==> config.mk <==
export PLATFORM = sky130hd
export DESIGN_NAME = viterbi_ber_ctrl_flat
export DESIGN_NICKNAME = d
export VERILOG_FILES = /design/src/rtl/viterbi_ber_ctrl_if.sv /design/src/rtl/viterbi_ber_ctrl.sv /design/src/flat_wrapper.sv
export SDC_FILE = /design/constraint.sdc
export NUM_CORES = 1
export LEC_CHECK = 0
export ABC_AREA = 1
export CELL_PAD_IN_SITES_DETAIL_PLACEMENT = 0
export CELL_PAD_IN_SITES_GLOBAL_PLACEMENT = 1
export CORE_MARGIN = 4
export CORE_UTILIZATION = 52
export CTS_BUF_LIST = sky130_fd_sc_hd__clkbuf_8
export DETAILED_ROUTE_END_ITERATION = 10
export PLACE_DENSITY_LB_ADDON = 0.1
export SKIP_LAST_GASP = 1
export SLEW_MARGIN = 40
export SYNTH_ARGS = -nofsm -noshare
export SYNTH_HDL_FRONTEND = slang
export SYNTH_SLANG_ARGS = --single-unit
==> constraint.sdc <==
create_clock -name clk -period 9.7 [get_ports clk]
set_input_delay 1.455 -clock clk [delete_from_list [all_inputs] [get_ports clk]]
set_output_delay 1.455 -clock clk [all_outputs]
set_load 0.005 [all_outputs]
==> src/rtl/viterbi_ber_ctrl_if.sv <==
// rtl/viterbi_ber_ctrl_if.sv - encoder/channel/decoder signal bundle for the BER controller
interface viterbi_ber_ctrl_if;
    logic       encoder_i_o;
    logic       enable_encoder_o;
    logic       enc_valid_i;
    logic [1:0] enc_d_i;
    logic [1:0] chan_o;
    logic       enable_decoder_o;
    logic       dec_d_i;
    logic [1:0] err_inj_o;

    modport master (
        output encoder_i_o, enable_encoder_o, chan_o, enable_decoder_o, err_inj_o,
        input  enc_valid_i, enc_d_i, dec_d_i
    );

    modport slave (
        input  encoder_i_o, enable_encoder_o, chan_o, enable_decoder_o, err_inj_o,
        output enc_valid_i, enc_d_i, dec_d_i
    );
endinterface

==> src/rtl/viterbi_ber_ctrl.sv <==
// rtl/viterbi_ber_ctrl.sv - PRBS source, error-injecting channel and BER counter around a Viterbi codec
module viterbi_ber_ctrl #(
    parameter int          WORDS      = 256,
    parameter int          ERR_PERIOD = 156,
    parameter int          DEC_LAT    = 48,
    parameter logic [15:0] SEED       = 16'hACE1
) (
    input  logic                clk,
    input  logic                rst,
    input  logic                start_i,
    input  logic [1:0]          err_mode_i,
    viterbi_ber_ctrl_if.master  codec,
    output logic                busy_o,
    output logic                done_o,
    output logic [15:0]         chan_err_ct_o,
    output logic [15:0]         bit_err_ct_o
);
    // Reference bits must line up with decoder output: one encoder register,
    // one channel register, then the decoder latency.
    localparam int DL = DEC_LAT + 2;

    typedef enum logic [1:0] {S_IDLE, S_RUN, S_DRAIN, S_DONE} state_t;

    state_t       state, state_nx;
    logic [31:0]  cnt;
    logic [15:0]  lfsr;
    logic [1:0]   mode;
    logic [31:0]  phase;
    logic         pend;
    logic [DL-1:0] ref_v, ref_b;

    logic         active;
    logic         launch;
    logic         hit;
    logic [1:0]   mask;
    logic [16:0]  cct_sum;
    logic         lfsr_fb;

    // Next-state decode and status outputs
    always_comb begin
        state_nx = state;
        case (state)
            S_IDLE:  if (start_i) state_nx = S_RUN;
            S_RUN:   if (cnt == 32'(WORDS - 1)) state_nx = S_DRAIN;
            S_DRAIN: if (cnt == 32'(DL - 1)) state_nx = S_DONE;
            S_DONE:  state_nx = S_IDLE;
            default: state_nx = S_IDLE;
        endcase
    end

    assign active                 = (state == S_RUN) || (state == S_DRAIN);
    assign launch                 = (state == S_IDLE) && start_i;
    assign busy_o                 = active;
    assign done_o                 = (state == S_DONE);
    assign codec.enable_encoder_o = (state == S_RUN);
    assign codec.encoder_i_o      = (state == S_RUN) && lfsr[0];
    assign lfsr_fb                = lfsr[0] ^ lfsr[2] ^ lfsr[3] ^ lfsr[5];

    // Error mask: the periodic word, plus the following valid word in double-burst mode
    always_comb begin
        mask = 2'b00;
        hit  = (phase == 32'(ERR_PERIOD - 1));
        if (active && codec.enc_valid_i && (hit || pend)) begin
            case (mode)
                2'd1:    mask = 2'b01;
                2'd2:    mask = 2'b11;
                2'd3:    mask = 2'b11;
                default: mask = 2'b00;
            endcase
        end
        cct_sum = {1'b0, chan_err_ct_o} + 17'(mask[0]) + 17'(mask[1]);
    end

    // State register and per-phase cycle counter
    always_ff @(posedge clk or negedge rst) begin
        if (!rst) begin
            state <= S_IDLE;
            cnt   <= '0;
        end else begin
            state <= state_nx;
            if (!active || state_nx != state)
                cnt <= '0;
            else
                cnt <= cnt + 32'd1;
        end
    end

    // PRBS generator and run-mode latch
    always_ff @(posedge clk or negedge rst) begin
        if (!rst) begin
            lfsr <= SEED;
            mode <= 2'd0;
        end else if (launch) begin
            lfsr <= SEED;
            mode <= err_mode_i;
        end else if (state == S_RUN) begin
            lfsr <= {lfsr_fb, lfsr[15:1]};
        end
    end

    // Channel register: corrupted symbol, valid and injected-bit report
    always_ff @(posedge clk or negedge rst) begin
        if (!rst) begin
            codec.chan_o           <= 2'b00;
            codec.enable_decoder_o <= 1'b0;
            codec.err_inj_o        <= 2'b00;
        end else begin
            codec.chan_o           <= codec.enc_d_i ^ mask;
            codec.enable_decoder_o <= codec.enc_valid_i;
            codec.err_inj_o        <= mask;
        end
    end

    // Valid channel-word position within the injection period
    always_ff @(posedge clk or negedge rst) begin
        if (!rst) begin
            phase <= '0;
            pend  <= 1'b0;
        end else if (launch) begin
            phase <= '0;
            pend  <= 1'b0;
        end else if (active && codec.enc_valid_i) begin
            phase <= hit ? '0 : phase + 32'd1;
            pend  <= (mode == 2'd3) && hit;
        end
    end

    // Reference delay line of transmitted bits with valid tags
    always_ff @(posedge clk or negedge rst) begin
        if (!rst) begin
            ref_v <= '0;
            ref_b <= '0;
        end else begin
            ref_v <= {ref_v[DL-2:0], (state == S_RUN)};
            ref_b <= {ref_b[DL-2:0], (state == S_RUN) && lfsr[0]};
        end
    end

    // Saturating channel-error and bit-error counters
    always_ff @(posedge clk or negedge rst) begin
        if (!rst) begin
            chan_err_ct_o <= '0;
            bit_err_ct_o  <= '0;
        end else if (launch) begin
            chan_err_ct_o <= '0;
            bit_err_ct_o  <= '0;
        end else if (active) begin
            chan_err_ct_o <= cct_sum[16] ? 16'hFFFF : cct_sum[15:0];
            if (ref_v[DL-1] && (codec.dec_d_i != ref_b[DL-1]) && (bit_err_ct_o != 16'hFFFF))
                bit_err_ct_o <= bit_err_ct_o + 16'd1;
        end
    end
endmodule

==> src/flat_wrapper.sv <==
// flat-port wrapper written by rule: the top's interface ports become plain ports
module viterbi_ber_ctrl_flat 
#(
    parameter int          WORDS      = 256,
    parameter int          ERR_PERIOD = 156,
    parameter int          DEC_LAT    = 48,
    parameter logic [15:0] SEED       = 16'hACE1
)
  (clk, rst, start_i, err_mode_i, busy_o, done_o, chan_err_ct_o, bit_err_ct_o, codec_encoder_i_o, codec_enable_encoder_o, codec_chan_o, codec_enable_decoder_o, codec_err_inj_o, codec_enc_valid_i, codec_enc_d_i, codec_dec_d_i);
  viterbi_ber_ctrl_if codec_i ();
  input  logic clk;
  input  logic rst;
  input  logic start_i;
  input  logic [1:0] err_mode_i;
  output logic busy_o;
  output logic done_o;
  output logic [15:0] chan_err_ct_o;
  output logic [15:0] bit_err_ct_o;
  output wire logic [$bits(codec_i.encoder_i_o)-1:0] codec_encoder_i_o;
  output wire logic [$bits(codec_i.enable_encoder_o)-1:0] codec_enable_encoder_o;
  output wire logic [$bits(codec_i.chan_o)-1:0] codec_chan_o;
  output wire logic [$bits(codec_i.enable_decoder_o)-1:0] codec_enable_decoder_o;
  output wire logic [$bits(codec_i.err_inj_o)-1:0] codec_err_inj_o;
  input wire logic [$bits(codec_i.enc_valid_i)-1:0] codec_enc_valid_i;
  input wire logic [$bits(codec_i.enc_d_i)-1:0] codec_enc_d_i;
  input wire logic [$bits(codec_i.dec_d_i)-1:0] codec_dec_d_i;
  assign codec_encoder_i_o = codec_i.encoder_i_o;
  assign codec_enable_encoder_o = codec_i.enable_encoder_o;
  assign codec_chan_o = codec_i.chan_o;
  assign codec_enable_decoder_o = codec_i.enable_decoder_o;
  assign codec_err_inj_o = codec_i.err_inj_o;
  assign codec_i.enc_valid_i = codec_enc_valid_i;
  assign codec_i.enc_d_i = codec_enc_d_i;
  assign codec_i.dec_d_i = codec_dec_d_i;
  viterbi_ber_ctrl #(.WORDS(WORDS), .ERR_PERIOD(ERR_PERIOD), .DEC_LAT(DEC_LAT), .SEED(SEED)) u_core (.clk(clk), .rst(rst), .start_i(start_i), .err_mode_i(err_mode_i), .codec(codec_i), .busy_o(busy_o), .done_o(done_o), .chan_err_ct_o(chan_err_ct_o), .bit_err_ct_o(bit_err_ct_o));
endmodule
### Yosys cells after proc, flatten, opt, wreduce, memory -nomap -nowiden

Cells that the tools add are included.

* bits in registers: 222
* bits of input ports: 9
* word-level logic and storage cells: 72

* add/subtract/negate cells: 5
* multiplexer cells: 20
* bitwise logic cells: 4
* reductions and logical operators: 18
* eq/ne operators: 12

Operators by type and width (number)
* $mux 16: 8
* $mux 32: 4
* $add 32x1->32 const B: 2
* $eq 32x8->1 const B: 2
* $eq 32x6->1 const B: 1
* $add 16x1->17: 1
* $add 17x1->17: 1
* $add 16x1->16 const B: 1
* $ne 16x16->1 const B: 1
* $eq 2x2->1 const B: 4
* $mux 2: 4
* $pmux 2 s4: 1
* $reduce_bool 2->1: 4
* $logic_and 1x1->1: 7
* $eq 2x1->1 const B: 2
* $pmux 2 s2: 1
* $logic_or 1x1->1: 3
* $xor 1x1->1: 3
* $logic_not 2->1: 1
* $mux 1: 2
* $ne 2x2->1: 1
* $reduce_and 2->1: 1
* $reduce_or 2->1: 1
* $xor 2x2->2: 1
* 2 further kinds: 2

### Depth between registers and ports, before layout

* depth in word-level cells: 10
* depth in mapped cells: 17
* mapped depth without buffers: 17

### Least setup slack after synthesis

No wires, ideal clock.

* path type: input to register
* start: in codec_enc_valid_i
* end: reg u_core.chan_err_ct_o[2]
* setup slack: 5.976 ns
* data arrival time: 3.641 ns
* library setup time: 0.083 ns
* stages on the path: 15
* data required time: 9.617 ns
* path through: nand2_1 -> inv_1 -> nand4_1 -> nand2_1 -> nand2_1 -> fa_1 -> inv_1 -> ha_1 -> nand4_1 -> nor2_2 -> nand2_1 -> nor4_4 -> buf_4 -> o21ai_0 -> o21ai_0

* cells in the longest elaborated chain, start to end: 8

RTL lines
* start, declared: RTL line flat_wrapper.sv:24 `input wire logic [$bits(codec_i.enc_valid_i)-1:0] codec_enc_valid_i;`
* $logic_and 1x1->1 * (2 in series): RTL line viterbi_ber_ctrl.sv:63 `if (active && codec.enc_valid_i && (hit || pend)) begin`
* $mux 2 *: RTL line viterbi_ber_ctrl.sv:63
* $add 16x1->17: RTL line viterbi_ber_ctrl.sv:71 `cct_sum = {1'b0, chan_err_ct_o} + 17'(mask[0]) + 17'(mask[1]);`
* $add 17x1->17 *: RTL line viterbi_ber_ctrl.sv:71
* $mux 16 *: RTL line viterbi_ber_ctrl.sv:148 `chan_err_ct_o <= cct_sum[16] ? 16'hFFFF : cct_sum[15:0];`
* $mux 16 *: RTL line viterbi_ber_ctrl.sv:147 `end else if (active) begin`
* $mux 16 *: RTL line viterbi_ber_ctrl.sv:144 `end else if (launch) begin`
* end signal, assigned: RTL line viterbi_ber_ctrl.sv:148
* end, declared: RTL line viterbi_ber_ctrl.sv:15 `output logic [15:0] chan_err_ct_o,`

Every way passes the cells marked *; elsewhere a longest branch is shown, timed or not. The select of a mux whose other input is x is not followed.
A chain may end at the register's enable or synchronous reset.

### Final worst setup path

* start: in codec_enc_valid_i
* end: reg u_core.chan_err_ct_o[14]

The elaborated chain is that of the path after synthesis.

==> reports/results.txt <==
The synthesized netlist occupies a cell area of 9594 µm². Hold repair after CTS inserted 0 buffers. For the global-route total usage across every layer, the log shows 20.01%.

The finished cells cover 11070 µm². Summed over all layers, the global routing overflow is 0. Setup repair after global routing left no endpoint under its margin. The number of placed instances, taps included is 1291, and the mean area per synthesized cell is 9.333 µm². The most used standard cell by instance count after synthesis was dfrtp_1.

The kind of critical path is in -> reg. The startpoint identified for the worst hold timing path is u_core.ref_b[23]$_DFF_PN0_. On the critical path, the stage with the largest delay is an instance of nor4_4. The first detailed-routing pass took 5 iterations. The tools report the leakage dissipation as 0.005093 µW. Summing the sequential cell areas from Yosys gives 58.01% of the chip area. The post-detailed-route wirelength per cell is 14.66 µm.

The fraction of layout instances using a drive strength above 1 came out at 10.18%. Worst setup path startpoint: codec_enc_valid_i. The total inserted antenna cells was 0; the residual DRC count was 0. dfrtp_1 takes more of the synthesized area than any other cell. After detailed placement, the total cell area comes to 10320 µm². The shortest clock period the worst path allows after layout was 4.420 ns; the final setup violation count was 0. The number of fill cells was 1563; the initial core utilization was 53.23%.

The routed layout has 6914 vias. The longest clock path from root to sink contains 3 buffers. The area growth from synthesis to layout is 15.41%.

The final number of hold-violating endpoints came out at 0. The worst-case IR drop observed on VDD is 0.1578 mV. Counting instances in the post-synthesis netlist gives the leading cell types as dfrtp_1, nand2_1, inv_1. Hold is met by 0.3366 ns. The floorplan step defined a die boundary enclosing 20690 µm². The logs give 0 ns for the final total negative setup slack and 10.13 ns for the endpoint required time on the critical path.

The initialized floorplan defines 49 standard-cell rows. Detailed placement finished with a half-perimeter wire length of 13380 µm. The tools report the number of slew-limit violations in the final report as 0. CTS saw 222 sinks. The critical path goes through clkdlybuf4s50_1, nand2_1, inv_1, nand4_1, nand2_1, nand2_1, fa_1, inv_1, ha_1, nand4_1, nor2_2, nand2_1, nor4_4, o21ai_0, o21ai_0. Of the available clock period, the critical path in the final layout requires 45.57%. TritonCTS built the clock tree. The number of I/O pins was 50.

For the maximum clock rate, the log shows 226.3 MHz. The highest cell delay on the worst timing path was 0.59 ns. The transition time of the tightest slew-check pin works out to 0.7492 ns. Number of buffers created by CTS: 38. The buffers inserted during post-CTS setup optimization was 0; the clock skew after layout was 0.02139 ns. In this run the worst hold path is classified as reg -> reg. Number of vias per cell after detailed routing: 5.088.

Of all nets on the critical path, the largest fanout is 15. The net count of the finished layout is 1122, and the horizontal die dimension is 143.8 µm. The cell count after synthesis was 1028; the number of global-route vias before repair was 6604. The synthesized design devotes to its leading area cell type 55.82% of total area. Counting flops and latches in the post-synthesis netlist gives 222. The final layout contains routed wiring with a total length of 19920 µm. The region available for standard cell placement spans 18020 µm². The tools report the endpoint type of the worst setup path as a register.

The count of instances resized after the clock tree is built is 0, and the floorplan die height is 143.8 µm. For this design the ratio of total power to cell area is 172.1 nW/µm². Clock slew at the register clock pins of the worst setup and hold paths: 0.06 ns. After the first detailed-routing iteration, the DRC count stood at 482. STA puts the critical path data arrival time at 4.85 ns.

Final RePlAce weighted congestion: 0.8853. The async set-reset flop share out of synthesis is 100.0%. The post-synthesis cell type count was 43; the number of warnings issued by yosys was 0. In the post-synthesis netlist, the biggest area contributors are dfrtp_1, nand2_1, inv_1.

When the netlist entered floorplanning its net count stood at 1048. For this run, the number of standard cells in the final layout without fillers is 1359. Once detail routing completed, the nets flagged for antenna violations numbered 0. Headroom to the max-slew limit came out at 49.67%. The source-to-sink clock delay at the later pin of the worst-skew pair came out at 0.53 ns. The number of enable-type register cells in the synthesized netlist is 0, and the count of max-cap constraint violations is 0.

Entering global routing, the biggest net connects 80 pins. The first global-routing pass estimated 33400 µm of wire. CTS placed an instance of clkbuf_8 at the clock tree root. Cell repeated most along the worst path: nand2_1.

The number of antenna violations at the first check in global routing is 0. The startpoint identified for the worst register-to-register timing path is u_core.state[0]$_DFF_PN0_. The total of buffers placed on input and output ports was 49. STA classifies the critical path startpoint as an input port. The run finished with clean final reports. The prevailing post-synth register cell is dfrtp_1. The H-tree was split into 2 levels.
-- through the flow --
stage               utilization [%]  setup WS (ns)  power, µW
finish                        61.43          5.280       1905
floorplan                         -          5.976       1058
global placement              57.06          4.868       1106
CTS                           61.42          5.309       1935
global route                  61.43          4.982       1999
detailed placement            57.23          4.759       1109
-- final cells by class --
class | instances | area, µm² | area share, %
tap | 229 | 286.5 | 2.588
multi-input combinational | 658 | 3433 | 31.01
timing repair buffer | 53 | 549.3 | 4.960
clock buffer | 48 | 660.6 | 5.966
inverter | 129 | 484.2 | 4.373
clock inverter | 20 | 93.84 | 0.8475
sequential | 222 | 5565 | 50.26
-- per-layer routing --
layer,global-route usage (%),part of all wire [%]
met1,30.14,50
met2,29.69,44
met3,3.494,3.6
met4,6.293,2.0
met5,0,0
-- power by group --
part	internal (µW)	switching [µW]	total, µW	leakage, µW
logic	36.2	74.4	111	0.00212
clock network	447	366	813	0.000433
registers	952	30.2	982	0.00254
-- final timing paths --
check	end	slack (ns)	cells after the start
max	u_core.chan_err_ct_o[14]$_DFFE_PN0P_	5.28	15
min	u_core.ref_b[24]$_DFF_PN0_	0.34	0
max reg2reg	u_core.chan_err_ct_o[14]$_DFFE_PN0P_	5.42	16
min reg2reg	u_core.ref_b[24]$_DFF_PN0_	0.34	0
max in group asynchronous	u_core.chan_err_ct_o[11]$_DFFE_PN0P_	7.71	2
min in group asynchronous	u_core.ref_v[36]$_DFF_PN0_	0.88	1
-- flip-flops by register name, indices dropped and copies added (netlist names), 2 cells and up --
signal	count
u_core.bit_err_ct_o	16
u_core.ref_v	50
u_core.lfsr	16
u_core.codec.err_inj_o	2
u_core.ref_b	50
u_core.state	2
u_core.chan_err_ct_o	16
u_core.phase	32
u_core.codec.chan_o	2
u_core.cnt	32
u_core.mode	2
-- layout by cell type, fill, tap and decap left out, types with 2 or more instances in the layout --
cell type,synthesis,routed
a21boi_0,2,2
a21oi_1,18,18
buf_4,3,2
clkbuf_8,0,48
clkdlybuf4s50_1,0,48
clkinv_2,0,5
clkinvlp_4,0,2
dfrtp_1,214,214
dfstp_2,8,8
ha_1,10,10
inv_1,127,139
nand2_1,198,198
nand2_2,3,3
nand3_1,60,60
nand3b_1,4,4
nand4_1,33,33
nor2_1,112,111
nor2_2,27,28
nor3_1,37,37
nor3_2,2,2
nor4_1,11,11
o211ai_1,9,9
o21ai_0,50,50
o21ai_1,3,3
o22ai_1,5,5
o31ai_1,5,5
or2_2,4,4
xnor2_1,5,5
xor2_1,48,48
-- critical path: cells and delay by family --
| family | cells | cell delay, ns |
|---|---|---|
| buffers and inverters | 3 | 0.72 |
| AND/OR/NAND/NOR | 8 | 1.74 |
| adder cells (fa/ha/maj) | 2 | 0.66 |
| AO/OA/AOI/OAI | 2 | 0.29 |
-- cell families after synthesis --
group,Yosys count,synth area share (%)
adder cells (fa/ha/maj),11,1.513
AND/OR/NAND/NOR,498,23.71
XOR/XNOR,53,4.838
buffers and inverters,148,6.234
AO/OA/AOI/OAI,96,5.699
flip-flops,222,58.01
(Power assumes the default switching activity.)
